$ cat src/rtl/bram_pkg.sv
// bram_pkg: shared types and constants for bram_dp_clr and its consumers.
// Optional feature macro: BRAM_OUTREG_EN (second output register stage).
package bram_pkg;

  // Clear engine owns the array in ST_CLEAR; the user owns it in ST_READY.
  typedef enum logic {
    ST_CLEAR = 1'b0,
    ST_READY = 1'b1
  } state_t;

  // Read latency in clock edges, so downstream pipelines can align to it.
`ifdef BRAM_OUTREG_EN
  localparam int BRAM_RD_LAT = 2;
`else
  localparam int BRAM_RD_LAT = 1;
`endif

endpackage

$ cat src/rtl/bram_dp_clr_if.sv
// bram_dp_clr_if: user-side bus of the dual-port clearable RAM.
// Handshake: there is no backpressure; wr_en is accepted on any edge where
// busy is low (and rst is low), and ignored otherwise. Reads are always accepted.
interface bram_dp_clr_if
  import bram_pkg::*;
#(
  parameter int DW = 18,
  parameter int AW = 7
);
  logic          clr;
  logic          wr_en;
  logic [AW-1:0] wr_addr;
  logic [AW-1:0] rd_addr;
  logic [DW-1:0] wr_din;
  logic [DW-1:0] wr_dout;
  logic [DW-1:0] rd_dout;
  logic          busy;
  state_t        state;    // FSM state, exposed for debug and checkers

  modport master (
    output clr, wr_en, wr_addr, rd_addr, wr_din,
    input  wr_dout, rd_dout, busy, state
  );

  modport slave (
    input  clr, wr_en, wr_addr, rd_addr, wr_din,
    output wr_dout, rd_dout, busy, state
  );
endinterface

$ cat src/rtl/bram_dp_core.sv
// bram_dp_core: raw DEPTH x DW array, one write port and two synchronous
// read ports. No reset or bypass so the tools map it onto block RAM.
module bram_dp_core #(
  parameter int DW = 18,
  parameter int AW = 7
) (
  input  logic          clk,
  input  logic          we,
  input  logic [AW-1:0] waddr,
  input  logic [DW-1:0] wdata,
  input  logic [AW-1:0] addr_a,
  input  logic [AW-1:0] addr_b,
  output logic [DW-1:0] q_a,
  output logic [DW-1:0] q_b
);
  localparam int DEPTH = 1 << AW;

  logic [DW-1:0] mem [DEPTH];

  // Write port plus two read-before-write registered read ports.
  always_ff @(posedge clk) begin
    if (we) mem[waddr] <= wdata;
    q_a <= mem[addr_a];
    q_b <= mem[addr_b];
  end
endmodule

$ cat src/rtl/bram_dp_clr.sv
// bram_dp_clr: simple-dual-port RAM with write-port readback, write-first
// bypass and a hardware zero-fill engine that runs after reset or on clr.
// Optional feature macro: BRAM_OUTREG_EN adds a second output stage (latency 2).
module bram_dp_clr
  import bram_pkg::*;
#(
  parameter int DW = 18,
  parameter int AW = 7
) (
  input  logic         clk,
  input  logic         rst,
  bram_dp_clr_if.slave bus
);
  localparam int DEPTH = 1 << AW;
  localparam logic [AW-1:0] LAST = AW'(DEPTH - 1);

  state_t        state, state_nx;
  logic [AW-1:0] cnt, cnt_nx;

  logic          wr_acc;
  logic          ram_we;
  logic [AW-1:0] ram_waddr;
  logic [DW-1:0] ram_wdata;
  logic [DW-1:0] q_wr, q_rd;

  logic          zero_q, wbyp_q, rbyp_q;
  logic [DW-1:0] din_q;
  logic [DW-1:0] s1_wr, s1_rd;

  // FSM state and clear counter registers.
  always_ff @(posedge clk) begin
    if (rst) begin
      state <= ST_CLEAR;
      cnt   <= '0;
    end else begin
      state <= state_nx;
      cnt   <= cnt_nx;
    end
  end

  // Next state: the fill walks every address once; clr only restarts from READY.
  always_comb begin
    state_nx = state;
    cnt_nx   = cnt;
    case (state)
      ST_CLEAR: begin
        cnt_nx = cnt + 1'b1;
        if (cnt == LAST) state_nx = ST_READY;
      end
      ST_READY: begin
        if (bus.clr) begin
          state_nx = ST_CLEAR;
          cnt_nx   = '0;
        end
      end
      default: begin
        state_nx = ST_CLEAR;
        cnt_nx   = '0;
      end
    endcase
  end

  assign bus.busy  = (state == ST_CLEAR);
  assign bus.state = state;
  assign wr_acc    = !rst && (state == ST_READY) && bus.wr_en;

  // Write mux: clear engine owns the port in CLEAR, user in READY, nobody in reset.
  always_comb begin
    ram_we    = 1'b0;
    ram_waddr = bus.wr_addr;
    ram_wdata = bus.wr_din;
    if (!rst) begin
      if (state == ST_CLEAR) begin
        ram_we    = 1'b1;
        ram_waddr = cnt;
        ram_wdata = '0;
      end else if (bus.wr_en) begin
        ram_we    = 1'b1;
      end
    end
  end

  bram_dp_core #(.DW(DW), .AW(AW)) u_core (
    .clk    (clk),
    .we     (ram_we),
    .waddr  (ram_waddr),
    .wdata  (ram_wdata),
    .addr_a (bus.wr_addr),
    .addr_b (bus.rd_addr),
    .q_a    (q_wr),
    .q_b    (q_rd)
  );

  // Stage-1 control: zero forcing and per-port write-first bypass decisions.
  always_ff @(posedge clk) begin
    zero_q <= rst || (state == ST_CLEAR);
    wbyp_q <= wr_acc;
    rbyp_q <= wr_acc && (bus.rd_addr == bus.wr_addr);
    din_q  <= bus.wr_din;
  end

  // Stage-1 data is built only from registers, so it is stable between edges.
  assign s1_wr = zero_q ? '0 : (wbyp_q ? din_q : q_wr);
  assign s1_rd = zero_q ? '0 : (rbyp_q ? din_q : q_rd);

`ifdef BRAM_OUTREG_EN
  logic [DW-1:0] s2_wr, s2_rd;

  // Second output stage: carries the stage-1 (already bypassed) value.
  always_ff @(posedge clk) begin
    if (rst || state == ST_CLEAR) begin
      s2_wr <= '0;
      s2_rd <= '0;
    end else begin
      s2_wr <= s1_wr;
      s2_rd <= s1_rd;
    end
  end

  assign bus.wr_dout = s2_wr;
  assign bus.rd_dout = s2_rd;
`else
  assign bus.wr_dout = s1_wr;
  assign bus.rd_dout = s1_rd;
`endif

endmodule

$ cat src/flat_wrapper.sv
// flat-port wrapper written by rule: the top's interface ports become plain ports
module bram_dp_clr_flat import bram_pkg::*;
#(
  parameter int DW = 18,
  parameter int AW = 7
)
  (clk, rst, bus_clr, bus_wr_en, bus_wr_addr, bus_rd_addr, bus_wr_din, bus_wr_dout, bus_rd_dout, bus_busy, bus_state);
  bram_dp_clr_if #(.DW(DW), .AW(AW)) bus_i ();
  input  logic clk;
  input  logic rst;
  input wire logic [$bits(bus_i.clr)-1:0] bus_clr;
  input wire logic [$bits(bus_i.wr_en)-1:0] bus_wr_en;
  input wire logic [$bits(bus_i.wr_addr)-1:0] bus_wr_addr;
  input wire logic [$bits(bus_i.rd_addr)-1:0] bus_rd_addr;
  input wire logic [$bits(bus_i.wr_din)-1:0] bus_wr_din;
  output wire logic [$bits(bus_i.wr_dout)-1:0] bus_wr_dout;
  output wire logic [$bits(bus_i.rd_dout)-1:0] bus_rd_dout;
  output wire logic [$bits(bus_i.busy)-1:0] bus_busy;
  output wire logic [$bits(bus_i.state)-1:0] bus_state;
  assign bus_i.clr = bus_clr;
  assign bus_i.wr_en = bus_wr_en;
  assign bus_i.wr_addr = bus_wr_addr;
  assign bus_i.rd_addr = bus_rd_addr;
  assign bus_i.wr_din = bus_wr_din;
  assign bus_wr_dout = bus_i.wr_dout;
  assign bus_rd_dout = bus_i.rd_dout;
  assign bus_busy = bus_i.busy;
  assign bus_state = bus_i.state;
  bram_dp_clr #(.DW(DW), .AW(AW)) u_core (.clk(clk), .rst(rst), .bus(bus_i));
endmodule
$ cat config.mk
export PLATFORM = sky130hd
export DESIGN_NAME = bram_dp_clr_flat
export DESIGN_NICKNAME = d
export VERILOG_FILES = /design/src/rtl/bram_pkg.sv /design/src/rtl/bram_dp_clr_if.sv /design/src/rtl/bram_dp_core.sv /design/src/rtl/bram_dp_clr.sv /design/src/flat_wrapper.sv
export SDC_FILE = /design/constraint.sdc
export NUM_CORES = 2
export LEC_CHECK = 0
export CAP_MARGIN = 20
export CELL_PAD_IN_SITES_DETAIL_PLACEMENT = 1
export CELL_PAD_IN_SITES_GLOBAL_PLACEMENT = 1
export CORE_MARGIN = 2
export CORE_UTILIZATION = 40
export CTS_CLUSTER_DIAMETER = 100
export DETAILED_ROUTE_END_ITERATION = 10
export DONT_BUFFER_PORTS = 1
export PLACE_DENSITY_LB_ADDON = 0.2
export SLEW_MARGIN = 20
export SYNTH_ARGS = -nofsm -noshare
export SYNTH_HDL_FRONTEND = slang
export SYNTH_SLANG_ARGS = --single-unit
$ cat constraint.sdc
create_clock -name clk -period 4.7 [get_ports clk]
set_input_delay 0.705 -clock clk [delete_from_list [all_inputs] [get_ports clk]]
set_output_delay 0.705 -clock clk [all_outputs]
set_load 0.05 [all_outputs]
==> flow_summary_export.csv <==
group,metric,value,unit
power_and_ir_drop,clkPwrFrac,42.4,%
final_layout,area_growth,13.0,%
min_path,min_from,"bus_rd_addr[5]",
clock_tree,clkTransAtPathRegs,0.06,ns
min_path,hold_class,"in2reg",
min_path,hold_depth,1,
clock_tree,ctsRootBufferMaster,"clkbuf_16",
timing,fin_skew,0.0454,ns
route,wl_per_cell,39.4,um
critical_path,end_kind,"flip-flop",
timing,final-hold-violation-count,0,
route,ant_nets,0,
timing,max_freq,222,MHz
placed_design,dpl.cell_count,8014,
route,drc,0,
route,drt-initial-drc-count,7084,
global_route,grt_busiest_layer,"met2",
critical_path,critPathBufInv,3,
critical_path,r2r_start,"u_core.bus.state$_SDFF_PP0_",
global_route,grt_pass1_wl,467,mm
critical_path,cp-start-kind,"input pin",
clock_tree,cts_tree,"built",
placed_design,post-place-ws,0.901,ns
job,maxCapViolations,0,
critical_path,critical-path-slowest-cell,"buf_16",
placed_design,dpl.hpwl,177,mm
power_and_ir_drop,p_leak,37.3,nW
global_route,met3_usage,5.61,%
placed_design,gp_congestion,0.786,
die,dieHeight,524,um
global_route,grt_start_max_net_pins,582,
route,vias_per_cell,6.45,
power_and_ir_drop,power.density,382,nW/um^2
global_route,use_met2,38.5,%
timing,min_period,4.51,ns
critical_path,cp_max_fo,206,
clock_tree,cts_resized,0,
die,start_util,40.1,%
critical_path,worstPathArrival,5.25,ns
critical_path,crit_family,"multiplexers",
global_route,grt_util_all_layers,24.6,%
timing,worst_pin_slew,1.51,ns
final_layout,fin_util,45.3,%
critical_path,reg2regPathDepth,6,
timing,setup_viol,0,
die,ios,74,
timing,worst_slack,0.194,ns
critical_path,worstSetupPathType,"in2reg",
yosys,seq_area_frac_synth,65.1,%
yosys,synth_cell_types,31,
yosys,synth_cells,4621,
yosys,synth_warnings,0,
final_layout,stdcell_count,8538,
power_and_ir_drop,p_int,0.0363,W
route,vias,55000,
critical_path,worstPathRequired,5.44,ns
final_layout,fillers,24000,
timing,fin_crit_sh,95.9,%
yosys,yosys_register_bits,2369,
global_route,grt_pass1_vias,57700,
power_and_ir_drop,combPwrFrac,7.5,%
timing,max_slew_margin,-0.997,%
die,die_w,524,um
clock_tree,clock_path_buffers,4,
placed_design,io_buffer_count,0,
final_layout,multi_input_area,36700,sq um
clock_tree,numCtsBuffers,268,
yosys,syn_nets,4658,
final_layout,fin_nets,4799,
global_route,grt_antenna_before_repair,32,
yosys,netlist_area,108000,sq um
die,num_rows,191,
min_path,hold_end,"u_core.u_core.q_b[5]$_DFF_P_",
critical_path,cp_cell_sequence,"buf_16 -> buf_16 -> buf_16 -> mux4_2 -> mux4_2 -> mux4_2 -> mux2_2",
status,status,"complete, but fails checks",
critical_path,crit_path_max_incr_delay,0.81,ns
final_layout,layout_common_cells,"edfxtp_1, mux4_2, clkbuf_16, buf_4, nor2_2",
power_and_ir_drop,switching_share,22.3,%
final_layout,drive_above_1_share,45.7,%
yosys,syn_avg_cell_area,23.4,sq um
critical_path,r2r-end,"u_core.u_core.mem[61][6]$_DFFE_PP_",
route,routed_wl,336,mm
global_route,grt-ovfl-total,0,
timing,slew_viol_final,27,
power_and_ir_drop,netSwitchingPower,0.0104,W
power_and_ir_drop,seqPwrFrac,50.1,%
power_and_ir_drop,vdd_ir_drop_max,0.306,mV
timing,rsz0062_at_grt,"false",
die,core,270000,sq um
final_layout,layout_commonest_cell,"edfxtp_1",
clock_tree,cts_sinks,2369,
final_layout,seq_area,70500,sq um
route,first_pass_iters,6,
die,die_area,275000,sq um
clock_tree,htreeDepth,5,
global_route,grt_util_met1,34.2,%
status,violations,"slew limit",
clock_tree,clock_latency,0.86,ns
critical_path,regToRegSetupSlack,1.33,ns
per-layer routing:
metal | up-vias | part of all wire [%] | wire length (um)
li1 | 21100 | - | -
met1 | 31000 | 40 | 134000
met2 | 2476 | 48 | 161000
met3 | 453 | 9.0 | 30300
met4 | 6 | 3.4 | 11500
met5 | - | 0.015 | 50
kinds of logic (layout without fill, tap and decap cells):
group / Yosys count / count (layout) / synth area share [%]
flip-flops: 2369 / 2369 / 65.1
multiplexers: 1590 / 1590 / 32.2
buffers and inverters: 371 / 699 / 1.44
AND/OR/NAND/NOR: 260 / 260 / 1.04
AO/OA/AOI/OAI: 23 / 23 / 0.121
XOR/XNOR: 7 / 7 / 0.0566
adder cells (fa/ha/maj): 1 / 1 / 0.0116
other: 0 / 19 / 0
sequential cells by signal, indices dropped and copies added, names as in the netlist:
name,flops
u_core.u_core.q_a,18
u_core.bus.state,1
u_core.zero_q,1
u_core.cnt,7
u_core.din_q,18
u_core.u_core.q_b,18
u_core.rbyp_q,1
u_core.wbyp_q,1
u_core.u_core.mem,2304
worst max-delay path by stage:
stage	cells after the start	end	slack, ns	start
finish	7	u_core.u_core.q_b[15]$_DFF_P_	0.19	bus_rd_addr[2]
global route	7	u_core.u_core.q_b[16]$_DFF_P_	0.15	bus_rd_addr[0]
CTS	3	bus_wr_dout[5]	1.07	u_core.wbyp_q$_DFF_P_
detailed placement	4	u_core.u_core.q_a[15]$_DFF_P_	0.90	bus_wr_addr[0]
global placement	4	u_core.u_core.q_a[15]$_DFF_P_	0.99	bus_wr_addr[0]
floorplan	4	u_core.u_core.mem[0][10]$_DFFE_PP_	-0.58	u_core.bus.state$_SDFF_PP0_
area by class of cell:
class,count,area share (%)
Multi-Input combinational cell,1881,30.0
Sequential cell,2369,57.6
Inverter,2,0.00614
Antenna cell,19,0.0389
Clock buffer,369,6.08
Tap cell,3570,3.65
Clock inverter,88,0.482
Timing Repair Buffer,240,2.11
repair_timing:
action / CTS / global route
buffers inserted: 0 / 0
hold endpoints to repair: 41 / 0
hold buffers: 23 / 0
metrics by stage:
| step | setup TNS, ns | power, W | hold slack, ns | instance area [sq um] |
|---|---|---|---|---|
| after CTS | 0 | 0.0465 | 0.00231 | 122000 |
| after detailed placement | 0 | 0.0267 | 0.610 | 113000 |
| after floorplan | -1116.86 | 0.0262 | 0.500 | 108000 |
| after global placement | 0 | 0.0267 | 0.571 | 113000 |
| after global routing | 0 | 0.0480 | 0.0442 | 122000 |
| final | 0 | 0.0467 | 0.0684 | 122000 |
cell usage after synthesis:
cell type	count	area share, %
edfxtp_1	2304	64
mux4_2	1512	31
clkbuf_1	212	0.74
nor2_1	176	0.61
buf_2	104	0.48
dfxtp_1	65	1.2
buf_1	43	0.15
mux2i_1	40	0.37
mux2_2	38	0.40
nand2_1	32	0.11
nor2b_1	18	0.10
nand3_1	12	0.055
buf_4	9	0.062
o21ai_0	9	0.042
a21oi_1	7	0.032
nand2b_1	7	0.040
or4b_2	7	0.065
xnor2_1	6	0.049
o31ai_1	3	0.021
or4_1	3	0.021
a31oi_1	2	0.012
inv_1	2	0.0069
nand4_1	2	0.012
a2bb2oi_1	1	0.0081
buf_6	1	0.010
ha_1	1	0.012
nand4b_1	1	0.0081
nor3_1	1	0.0046
o211ai_1	1	0.0069
or3_1	1	0.0058
xor2_1	1	0.0081
power by group through the flow:
stage	combinational [W]	sequential [W]	clock (W)
after floorplan	0.00237	0.0238	0
after global placement	0.00284	0.0239	0
after global routing	0.00367	0.0234	0.0209
final	0.00353	0.0234	0.0198
after detailed placement	0.00287	0.0239	0
after CTS	0.00290	0.0234	0.0201
worst register-to-register path, delay by kind of cell, from the launching register on:
family,cells,cell delay (ns)
buf+inv,2,0.52
compound gates,1,0.46
simple gates,3,1.75
flops,1,0.33
Note: power is estimated with default switching activity, not from simulation.
